$ cat src/rtl/calc_seq_arb.sv
// calc_seq_arb
//   Two-requester sequencer/arbiter in front of the four-operand
//   capture/calculate datapath. A 16-bit bundle accepted from either
//   requester is fed to the datapath as four nibble captures (op 0..3).
//   The sequencer then waits for the datapath's valid pulse and returns
//   the 5-bit result tagged with the owning requester id. A watchdog
//   aborts the transaction (and resets the datapath) if valid never
//   arrives within TIMEOUT cycles.
//
// Parameters
//   TIMEOUT       max WAIT cycles before abort (2..255)
//
// Ports
//   clock         system clock, rising edge
//   rst           synchronous active-high reset
//   req0_*        requester 0 valid/data/ready (A=[3:0] B=[7:4] C=[11:8] D=[15:12])
//   req1_*        requester 1 valid/data/ready, same packing
//   calc_d        nibble to datapath d_in
//   calc_op       datapath operand select
//   calc_capture  datapath capture strobe
//   calc_rst_n    active-low datapath reset
//   calc_result   datapath result
//   calc_valid    datapath one-cycle valid pulse
//   rsp_valid     response available
//   rsp_ready     consumer takes response
//   rsp_result    captured result (0 on abort)
//   rsp_id        requester owning the response
//   rsp_err       1 = watchdog abort
module calc_seq_arb #(
  parameter int unsigned TIMEOUT = 8
) (
  input  logic        clock,
  input  logic        rst,
  input  logic        req0_valid,
  input  logic [15:0] req0_data,
  output logic        req0_ready,
  input  logic        req1_valid,
  input  logic [15:0] req1_data,
  output logic        req1_ready,
  output logic [3:0]  calc_d,
  output logic [1:0]  calc_op,
  output logic        calc_capture,
  output logic        calc_rst_n,
  input  logic [4:0]  calc_result,
  input  logic        calc_valid,
  output logic        rsp_valid,
  input  logic        rsp_ready,
  output logic [4:0]  rsp_result,
  output logic        rsp_id,
  output logic        rsp_err
);

  typedef enum logic [2:0] {
    IDLE,
    LOAD,
    WAIT,
    ABORT,
    RESP
  } state_t;

  state_t      state;
  state_t      state_nx;
  logic        rr_ptr;
  logic [15:0] bundle;
  logic        id_q;
  logic [1:0]  op_cnt;
  logic [7:0]  timer;
  logic [4:0]  res_q;
  logic        err_q;
  // Registered datapath run flag: low for the cycle after a reset edge and
  // for the single ABORT cycle, so calc_rst_n is glitch-free.
  logic        run_q;

  logic        grant_id;
  logic        accept;

  // Arbitration: a lone requester wins; on contention rr_ptr decides.
  // No grant in the cycle directly after reset (run_q still low).
  always_comb begin
    grant_id   = (req0_valid && req1_valid) ? rr_ptr : req1_valid;
    accept     = (state == IDLE) && run_q && !rst && (req0_valid || req1_valid);
    req0_ready = accept && !grant_id;
    req1_ready = accept && grant_id;
  end

  always_comb begin
    state_nx = state;
    case (state)
      IDLE:    if (accept) state_nx = LOAD;
      LOAD:    if (op_cnt == 2'd3) state_nx = WAIT;
      WAIT: begin
        if (calc_valid)                      state_nx = RESP;
        else if (timer == 8'(TIMEOUT - 1))   state_nx = ABORT;
      end
      ABORT:   state_nx = RESP;
      RESP:    if (rsp_ready) state_nx = IDLE;
      default: state_nx = IDLE;
    endcase
  end

  always_ff @(posedge clock) begin
    if (rst) begin
      state  <= IDLE;
      rr_ptr <= 1'b0;
      bundle <= '0;
      id_q   <= 1'b0;
      op_cnt <= '0;
      timer  <= '0;
      res_q  <= '0;
      err_q  <= 1'b0;
      run_q  <= 1'b0;
    end else begin
      state <= state_nx;
      run_q <= (state_nx != ABORT);
      case (state)
        IDLE: begin
          if (accept) begin
            bundle <= grant_id ? req1_data : req0_data;
            id_q   <= grant_id;
            rr_ptr <= ~grant_id;
            op_cnt <= '0;
          end
        end
        LOAD: begin
          op_cnt <= op_cnt + 2'd1;
          if (op_cnt == 2'd3) timer <= '0;
        end
        WAIT: begin
          if (calc_valid) begin
            res_q <= calc_result;
            err_q <= 1'b0;
          end else begin
            timer <= timer + 8'd1;
          end
        end
        ABORT: begin
          res_q <= '0;
          err_q <= 1'b1;
        end
        default: ;
      endcase
    end
  end

  always_comb begin
    calc_capture = (state == LOAD);
    calc_op      = (state == LOAD) ? op_cnt : 2'd0;
    calc_d       = (state == LOAD) ? bundle[{op_cnt, 2'b00} +: 4] : 4'd0;
    calc_rst_n   = run_q;
    rsp_valid    = (state == RESP);
    rsp_result   = (state == RESP) ? res_q : 5'd0;
    rsp_id       = (state == RESP) ? id_q : 1'b0;
    rsp_err      = (state == RESP) ? err_q : 1'b0;
  end

endmodule

$ cat config.mk
export PLATFORM = sky130hd
export DESIGN_NAME = calc_seq_arb
export DESIGN_NICKNAME = d
export VERILOG_FILES = /design/src/rtl/calc_seq_arb.sv
export SDC_FILE = /design/constraint.sdc
export NUM_CORES = 1
export LEC_CHECK = 0
export CAP_MARGIN = 20
export CELL_PAD_IN_SITES_DETAIL_PLACEMENT = 1
export CELL_PAD_IN_SITES_GLOBAL_PLACEMENT = 1
export CORE_MARGIN = 3
export CORE_UTILIZATION = 36
export CTS_CLUSTER_DIAMETER = 200
export CTS_CLUSTER_SIZE = 30
export DETAILED_ROUTE_END_ITERATION = 10
export HOLD_SLACK_MARGIN = 0.03
export PLACE_DENSITY = 0.86
export SETUP_SLACK_MARGIN = 0.4
export SLEW_MARGIN = 40
export SYNTH_ARGS = -nofsm -noshare
export SYNTH_HDL_FRONTEND = slang
export SYNTH_SLANG_ARGS = --single-unit
$ cat constraint.sdc
create_clock -name clock -period 3.7 [get_ports clock]
set_input_delay 0.555 -clock clock [delete_from_list [all_inputs] [get_ports clock]]
set_output_delay 0.555 -clock clock [all_outputs]
set_load 0.1 [all_outputs]
==> out/qor.csv, run 1 <==
metric,value,unit
TNS Setup,0,ns
most common cell in the netlist,dfxtp_1,
Max VDD drop,0.163,mV
Mapped Cells,220,
CP Data Required Time,3.14,ns
setup bufs post-CTS,0,
Hold Buf Count CTS,0,
CP Launch Type,input pin,
first-pass GRT wire length,9490,µm
Die Area,6100,µm²
Final period util,0.751,
top_reg_cell synth,dfxtp_1,
Skew-Pair Late Insertion Delay,0.31,ns
core area,4880,µm²
top post-synthesis cells by area,"dfxtp_1 41%, a211oi_1 6.8%, nor2_1 6.8%, a21oi_1 6.2%, nand3_1 5.1%",
Max-Cap Viols,0,
cell taking the most area after synthesis,dfxtp_1,
number of H-tree levels,2,
Final Hold Vio Count,0,
post-CTS sizing,0,
area grow syn2layout,41.5,%
RSZ-0062 raised after global routing,no,
placed cells,336,
clock sink count,38,
final wirelength,5760,µm
post-synth top area share,0.407,
TritonCTS clock tree,yes,
DP Area,2500,µm²
GRT Total Usage,0.195,
Via density,5.48,
Fillers,604,
initial DRC count,89,
Port-buffer cells,60,
Async SR Flop Fraction,0,
final std cells w/o fill,344,
FMAX,0.360,GHz
DIE WIDTH,78.1,µm
worst rel slew slack,0.618,
Ports,61,
Die Y-Extent,78.1,µm
pin count of the biggest net entering global routing,34,
Pwr Density,394,nW/µm²
HP Class,reg -> reg,
synth unique cells,37,
Layout Skew,0.0142,ns
Finish-stage setup viols,0,
Syn Nets,265,
Rows,25,
Detail Placement HPWL,3990,µm
outcome,finished clean,
fin nets,321,
clk root buf,clkbuf_8,
syn_area_per_cell,8.50,µm²
area of the mapped netlist,1870,µm²
Final Slew Violations,0,
DR vias,1886,
Synth Register Bits,38,
Starting Density,0.383,
share of cells above drive strength 1,0.152,
WL per Instance,16.8,µm
Final Wtd Congestion,0.775,
initial antenna violation count,0,
"CTS clk-pin slew, worst paths",0.07,ns
sequential area share after synthesis,0.407,
crit path kind,in -> out,
YS warnings,0,
Overflow after GRT,0,
Hold Slack,0.474,ns
First-pass DRT Iterations,4,
number of synthesized flops with an enable pin,0,
DRC,0,
crit path time final,2.78,ns
Critical Path Sink Type,output pin,
leakage power,1.03,nW
Antenna Cells,0,
CTS Buf Count,5,
CP arrival,2.22,ns
Post-synth top cells,"38 x dfxtp_1, 34 x nor2_1, 23 x a21oi_1, 19 x nand3_1, 17 x a211oi_1",
Post-Layout Inst Area,2650,µm²
Clock Path Buffers,2,
actual slew at the worst max-slew pin,0.572,ns
critical-path maximum fanout,19,
vias in the first global route,1911,
Post-DRT Antenna Nets,0,
-- stage by stage --
step	util	total power [mW]	setup WS (ns)
after CTS	0.543	1.05	0.911
final	0.543	1.04	0.922
after global routing	0.543	1.07	0.796
after floorplan	-	0.530	0.717
after global placement	0.514	0.601	1.03
after detailed placement	0.513	0.606	1.01
-- worst max-delay path, cell delays in order --
cell             delay (ns)
clkdlybuf4s50_1        0.45
nor3b_1                0.31
o211a_1                0.20
buf_4                  0.23
nand3_1                0.13
inv_1                  0.15
buf_12                 0.19
-- kinds of logic after synthesis --
group	Yosys count	synth area share
buffers and inverters	19	0.0448
muxes	5	0.0535
and+or+nand+nor	93	0.256
DFF	38	0.407
xor gates and xnor gates	5	0.0234
AOI/OAI and AO/OA	58	0.202
adders and majority gates	2	0.0134
-- sequential cells by signal, summed over array words and instances (netlist names) --
signal and count:
timer 8, state 3, op_cnt 2, res_q 5
err_q 1, bundle 16, id_q 1, rr_ptr 1
calc_rst_n 1
-- worst paths after layout --
path	from	endpoint	slack [ns]	depth (start not counted)
setup reg to reg	op_cnt[0]	timer[7]	1.79	6
setup / recovery	rst	req1_ready	0.92	7
hold reg to reg	id_q	id_q	0.47	2
hold / removal	id_q	id_q	0.47	2
-- power breakdown --
part,leakage [nW],internal [mW],switching (mW),total [mW]
clock network,0.0714,0.288,0.159,0.447
logic,0.646,0.0754,0.0849,0.160
registers,0.309,0.424,0.0128,0.437
-- cells in the final DEF, fill, tap and decap left out, types with 3 or more instances in the layout --
master,n
a21oi_1,22
xor2_1,5
and3_1,9
o2111ai_1,3
a22oi_1,6
nand2_1,7
dfxtp_1,38
and2_1,9
a211oi_1,17
clkbuf_8,6
nor2_1,34
clkdlybuf4s50_1,42
buf_4,21
mux4_2,4
nand3_1,19
-- layout make-up --
class / count / area, µm² / share of cell area
Multi-Input combinational cell: 163 / 1030 / 0.389
Timing Repair Buffer: 66 / 623 / 0.235
Clock buffer: 6 / 82.6 / 0.0312
Clock inverter: 2 / 60.1 / 0.0227
Inverter: 2 / 7.51 / 0.00284
Tap cell: 67 / 83.8 / 0.0317
Sequential cell: 38 / 761 / 0.287
-- per-layer routing --
layer  part of all wire  wire, µm  track usage  up-vias
met5                  0         0            0        -
met4              0.018       104       0.0822        0
met3              0.044       252       0.0367        9
met2               0.49      2800        0.314       47
met1               0.45      2610        0.255      926
li1                   -         -            -      904
(Power assumes the default switching activity.)
==> run 2, diff against run 1 <==
--- a/config.mk
+++ b/config.mk
@@ -9,12 +9,12 @@
 export CELL_PAD_IN_SITES_DETAIL_PLACEMENT = 1
 export CELL_PAD_IN_SITES_GLOBAL_PLACEMENT = 1
 export CORE_MARGIN = 3
-export CORE_UTILIZATION = 36
+export CORE_UTILIZATION = 33
 export CTS_CLUSTER_DIAMETER = 200
 export CTS_CLUSTER_SIZE = 30
 export DETAILED_ROUTE_END_ITERATION = 10
 export HOLD_SLACK_MARGIN = 0.03
-export PLACE_DENSITY = 0.86
+export PLACE_DENSITY = 0.8
 export SETUP_SLACK_MARGIN = 0.4
 export SLEW_MARGIN = 40
 export SYNTH_ARGS = -nofsm -noshare
==> constraint.sdc (replaced) <==
create_clock -name clock -period 2.6 [get_ports clock]
set_input_delay 0.39 -clock clock [delete_from_list [all_inputs] [get_ports clock]]
set_output_delay 0.39 -clock clock [all_outputs]
set_load 0.1 [all_outputs]
==> run 2 against run 1 <==
Net effect: non-clock buffer count rose by 2; flip-flop and latch count did not move; final area grew 3.4%; worst setup slack worse by 0.47 ns; total power grew 23%; count of clock-buffer cells in the layout up 1; largest cell class unchanged; clock skew decreased by 0.0072 ns; critical endpoint unchanged.
==> out/qor.csv, run 2 (synthesized netlist as in run 1, its figures left out) <==
metric,value,unit,change
CTS Buf Count,5,,unchanged
DRC,0,,unchanged
initial antenna violation count,0,,unchanged
clock sink count,38,,unchanged
DIE WIDTH,81.3,µm,was 78.1 µm
worst rel slew slack,0.630,,was 0.618
crit path time final,2.15,ns,
pin count of the biggest net entering global routing,34,,unchanged
Via density,5.28,,was 5.48
Layout Skew,0.00707,ns,was 0.0142 ns
Final Hold Vio Count,0,,unchanged
core area,5300,µm²,was 4880 µm²
DP Worst Slack,0.319,ns,was 1.01 ns
Largest Register,bundle,,unchanged
RSZ-0062 raised after global routing,yes,,was no
WL per Instance,15.7,µm,was 16.8 µm
DR vias,1844,,"was 1,886"
logic gate share of total power,0.186,,was 0.154
FMAX,0.464,GHz,
Post-DRT Antenna Nets,0,,unchanged
"CTS clk-pin slew, worst paths",0.07,ns,about the same
"commonest cells after routing, fill and taps aside","42 x clkdlybuf4s50_1, 35 x dfxtp_1, 34 x nor2_1, 22 x a21oi_1, 19 x nand3_1",,"was 42 x clkdlybuf4s50_1, 38 x dfxtp_1, 34 x nor2_1, 22 x a21oi_1, 21 x buf_4"
Pwr Density,471,nW/µm²,was 394 nW/µm²
first-pass GRT wire length,8980,µm,was 9490 µm
TNS Setup,0,ns,unchanged
Internal,0.936,mW,was 0.787 mW
outcome,finished clean,,unchanged
Rows,26,,was 25
Starting Density,0.353,,was 0.383
Final Wtd Congestion,0.769,,was 0.775
Die Y-Extent,81.3,µm,was 78.1 µm
Worst Slack Setup Final,0.447,ns,was 0.922 ns
Clock Path Buffers,2,,unchanged
Max-Cap Viols,0,,unchanged
switching portion of total power,0.273,,was 0.246
Finish-stage setup viols,0,,unchanged
share of cells above drive strength 1,0.201,,was 0.152
"commonest non-fill, non-tap cell in the layout",clkdlybuf4s50_1,,unchanged
GRT Total Usage,0.177,,was 0.195
critical-path maximum fanout,2,,was 19
CP Launch Type,input pin,,unchanged
actual slew at the worst max-slew pin,0.553,ns,was 0.572 ns
Port-buffer cells,60,,unchanged
initial DRC count,127,,was 89
crit path kind,in -> out,,unchanged
largest registers,"bundle (16), timer (8), res_q (5)",,unchanged
number of H-tree levels,2,,unchanged
Fillers,619,,was 604
HP Class,reg -> reg,,unchanged
Final period util,0.828,,
share of power burned in registers,0.483,,was 0.419
Antenna Cells,0,,unchanged
leakage power,1.02,nW,was 1.03 nW
NetSw,0.352,mW,was 0.256 mW
Final Slew Violations,0,,unchanged
Overflow after GRT,0,,unchanged
Detail Placement HPWL,4120,µm,was 3990 µm
Max VDD drop,0.270,mV,was 0.163 mV
fin nets,323,,was 321
Skew-Pair Late Insertion Delay,0.29,ns,was 0.31 ns
vias in the first global route,1863,,"was 1,911"
CP Data Required Time,2.21,ns,was 3.14 ns
final wirelength,5490,µm,was 5760 µm
TritonCTS clock tree,yes,,unchanged
clock share of power,0.332,,was 0.428
area grow syn2layout,46.3,%,was 41.5%
CP arrival,1.76,ns,was 2.22 ns
Ports,61,,unchanged
clk root buf,clkbuf_8,,unchanged
max FFs per register,16,,unchanged
Critical Path Sink Type,output pin,,unchanged
Die Area,6610,µm²,was 6100 µm²
First-pass DRT Iterations,4,,unchanged
-- run 2: through the flow --
step	std cells	cell area [µm²]	hold WS [ns]	total power, mW	util
6_report	349	2740	0.458	1.29	0.516
5_1_grt	349	2740	0.494	1.34	0.516
4_1_cts	349	2730	0.461	1.30	0.515
3_5_place_dp	341	2640	0.451	0.874	0.497
3_3_place_gp	341	2640	0.439	0.870	0.497
2_1_floorplan	220	1900	0.432	0.758	-
-- run 2: metal layers --
layer  global-route usage  part of all wire  vias to the layer above
met3               0.0333             0.032                        9
met4               0.0676             0.017                        0
met2                0.292              0.50                       41
met1                0.227              0.45                      880
li1                     -                 -                      914
met5                    0                 0                        -
-- run 2: worst paths after layout --
path | slack (ns) | to | cells past startpoint | startpoint
hold reg to reg | 0.46 | id_q | 2 | id_q
setup reg to reg | 0.79 | timer[7] | 6 | op_cnt[1]
hold / removal | 0.46 | id_q | 2 | id_q
setup / recovery | 0.45 | req1_ready | 6 | rst
-- run 2: power by group through the flow --
stage / clock network (mW) / registers, mW / logic, mW
after floorplan: 0 / 0.632 / 0.125
after global placement: 0 / 0.634 / 0.236
after detailed placement: 0 / 0.635 / 0.239
after CTS: 0.434 / 0.622 / 0.240
after global routing: 0.458 / 0.625 / 0.259
final: 0.427 / 0.622 / 0.239
-- run 2: area by class of cell --
class | count | area, µm² | share of cell area
Timing Repair Buffer | 68 | 728 | 0.266
Clock inverter | 1 | 5.00 | 0.00183
Sequential cell | 38 | 764 | 0.279
Inverter | 2 | 15.0 | 0.00549
Multi-Input combinational cell | 163 | 1050 | 0.384
Clock buffer | 7 | 86.3 | 0.0316
Tap cell | 70 | 87.6 | 0.0320
-- run 2: worst max-delay path, cell delays in order --
cell and delay, ns:
clkdlybuf4s50_1 0.43, nor3b_1 0.28, o211a_1 0.22, nand3_1 0.14
clkinvlp_4 0.13, buf_12 0.17
-- run 2: timing repair --
action	in CTS	in global routing
buffers inserted	0	0
hold buffers	0	0
endpoints found under the setup margin	6	7
gates resized for setup	2	2
==> run 3, diff against run 2 <==
==> constraint.sdc (replaced) <==
create_clock -name clock -period 2.1 [get_ports clock]
set_input_delay 0.315 -clock clock [delete_from_list [all_inputs] [get_ports clock]]
set_output_delay 0.315 -clock clock [all_outputs]
set_load 0.1 [all_outputs]
==> run 3 against run 2 <==
Net effect: clock skew increased by 0.0020 ns; first-iteration DRC count decreased by 26%; via count increased by 7.0%; clock power increased by 41%; worst setup slack got worse by 0.29 ns; hold slack improved by 0.038 ns; routed wire length increased by 23%; cell count increased by 4.3%; largest cell class unchanged; critical path depth decreased by 1; combinational power increased by 41%; critical endpoint is now req0_ready; global-route usage increased by 2.7 points.
==> out/qor.csv, run 3 (synthesized netlist as in run 1, its figures left out) <==
metric,value,unit,change
crit path kind,reg -> out,,was in -> out
CP arrival,1.63,ns,was 1.76 ns
FMAX,0.514,GHz,
first-pass GRT wire length,10200,µm,was 8980 µm
Rows,26,,unchanged
worst rel slew slack,0.673,,was 0.630
fin nets,338,,was 323
clock share of power,0.353,,was 0.332
Final Hold Vio Count,0,,unchanged
Critical Path Sink Type,output pin,,unchanged
DIE WIDTH,81.3,µm,unchanged
Overflow after GRT,0,,unchanged
Layout Skew,0.00910,ns,was 0.00707 ns
Slowest Stage Delay on Critical Path,0.36,ns,was 0.43 ns
DP Worst Slack,0.154,ns,was 0.319 ns
initial DRC count,94,,was 127
Clock Path Buffers,2,,unchanged
Antenna Cells,0,,unchanged
Hold Buf Count CTS,0,,unchanged
largest registers,"bundle (16), timer (8), res_q (5)",,unchanged
share of cells above drive strength 1,0.299,,was 0.201
Skew-Pair Late Insertion Delay,0.30,ns,was 0.29 ns
CP Launch Type,flip-flop,,was input pin
Die Y-Extent,81.3,µm,unchanged
Starting Density,0.353,,unchanged
Die Area,6610,µm²,unchanged
max FFs per register,16,,unchanged
GRT Total Usage,0.204,,was 0.177
Hold Path Depth,2,,unchanged
WL per Instance,18.6,µm,was 15.7 µm
DP Area,2800,µm²,was 2640 µm²
Worst Slack Setup Final,0.155,ns,was 0.447 ns
post-layout util,0.584,,was 0.516
First-pass DRT Iterations,4,,unchanged
Finish-stage setup viols,0,,unchanged
Final period util,0.926,,
critical-path maximum fanout,4,,was 2
"commonest non-fill, non-tap cell in the layout",clkdlybuf4s50_1,,unchanged
Ports,61,,unchanged
number of H-tree levels,2,,unchanged
actual slew at the worst max-slew pin,0.488,ns,was 0.553 ns
TNS Setup,0,ns,unchanged
final wirelength,6770,µm,was 5490 µm
leakage power,1.14,nW,was 1.02 nW
Via density,5.42,,was 5.28
Final Slew Violations,0,,unchanged
worst path cell trace,"buf_4, nor2_4, o211ai_1, a21oi_4, buf_12",,"was clkdlybuf4s50_1, nor3b_1, o211a_1, nand3_1, clkinvlp_4, buf_12"
RSZ-0062 raised after global routing,yes,,unchanged
outcome,finished clean,,unchanged
pin count of the biggest net entering global routing,34,,unchanged
clk root buf,clkbuf_8,,unchanged
Fillers,592,,was 619
"commonest cells after routing, fill and taps aside","41 x clkdlybuf4s50_1, 34 x nor2_1, 33 x dfxtp_1, 21 x a21oi_1, 19 x buf_4",,"was 42 x clkdlybuf4s50_1, 35 x dfxtp_1, 34 x nor2_1, 22 x a21oi_1, 19 x nand3_1"
Post-Layout Inst Area,3100,µm²,was 2740 µm²
Largest Register,bundle,,unchanged
switching portion of total power,0.271,,was 0.273
DRC,0,,unchanged
initial antenna violation count,0,,unchanged
"CTS clk-pin slew, worst paths",0.08,ns,was 0.07 ns
core area,5300,µm²,unchanged
HP Class,reg -> reg,,unchanged
Detail Placement HPWL,4270,µm,was 4120 µm
logic gate share of total power,0.198,,was 0.186
Port-buffer cells,60,,unchanged
vias in the first global route,1991,,"was 1,863"
Max-Cap Viols,0,,unchanged
slowest CP cell,dfxtp_4,,was clkdlybuf4s50_1
Hold Slack,0.496,ns,was 0.458 ns
Final Wtd Congestion,0.784,,was 0.769
clock sink count,38,,unchanged
Pwr Density,550,nW/µm²,was 471 nW/µm²
TritonCTS clock tree,yes,,unchanged
Max VDD drop,0.405,mV,was 0.270 mV
share of power burned in registers,0.449,,was 0.483
crit path time final,1.95,ns,
CP Data Required Time,1.78,ns,was 2.21 ns
CTS Buf Count,5,,unchanged
area grow syn2layout,65.5,%,was 46.3%
Internal,1.24,mW,was 0.936 mW
r2r worst-path depth,6,,unchanged
Post-DRT Antenna Nets,0,,unchanged
NetSw,0.462,mW,was 0.352 mW
DR vias,1974,,"was 1,844"
## run 3: cell types whose count changed in the layout (fill, tap and decap cells not counted), moves of 5 or more
cell,previous run,this run
and2_2,6,1
and2_4,0,6
and3_1,9,2
and3_4,0,5
buf_12,9,17
buf_6,0,5
dfxtp_4,0,5
## run 3: worst max-delay path: cells and delay by family, from the launching register on
kind	cells	cell delay, ns
AOI/OAI and AO/OA	2	0.46
DFF	1	0.36
buffers and inverters	2	0.34
and+or+nand+nor	1	0.18
## run 3: final cells by class
class | count | area, µm² | area share
Inverter | 2 | 15.0 | 0.00485
Clock buffer | 8 | 110 | 0.0356
Multi-Input combinational cell | 163 | 1140 | 0.370
Tap cell | 70 | 87.6 | 0.0283
Timing Repair Buffer | 83 | 958 | 0.310
Sequential cell | 38 | 779 | 0.252
## run 3: through the flow
step,std cells,power [mW]
after floorplan,220,0.946
after global placement,343,1.08
after detailed placement,343,1.09
after CTS,359,1.70
after global routing,364,1.78
final,364,1.70
## run 3: power groups by stage
stage                     sequential (mW)  combinational [mW]  clock, mW
final                               0.765               0.338      0.601
after global routing                0.768               0.363      0.651
after CTS                           0.764               0.324      0.608
after detailed placement            0.785               0.306          0
after global placement              0.783               0.299          0
after floorplan                     0.782               0.164          0
## run 3: worst paths after layout
check                               from    endpoint  slack [ns]
worst max-delay path            state[1]  req0_ready        0.15
worst min-delay path                id_q        id_q        0.50
worst max register to register  state[1]   bundle[5]        0.36
worst min register to register      id_q        id_q        0.50
## run 3: timing repair
action | 4_1_cts | 5_1_grt
pin swaps | 6 | 8
endpoints found under the hold margin | 0 | 0
endpoints found under the setup margin | 27 | 23
cloned | 0 | 0
setup buffers | 8 | 5
gates resized for setup | 10 | 14
## run 3: per-layer routing
metal	track usage	share of wire
met5	0	0
met4	0.0743	0.022
met3	0.0399	0.040
met2	0.341	0.51
met1	0.258	0.42
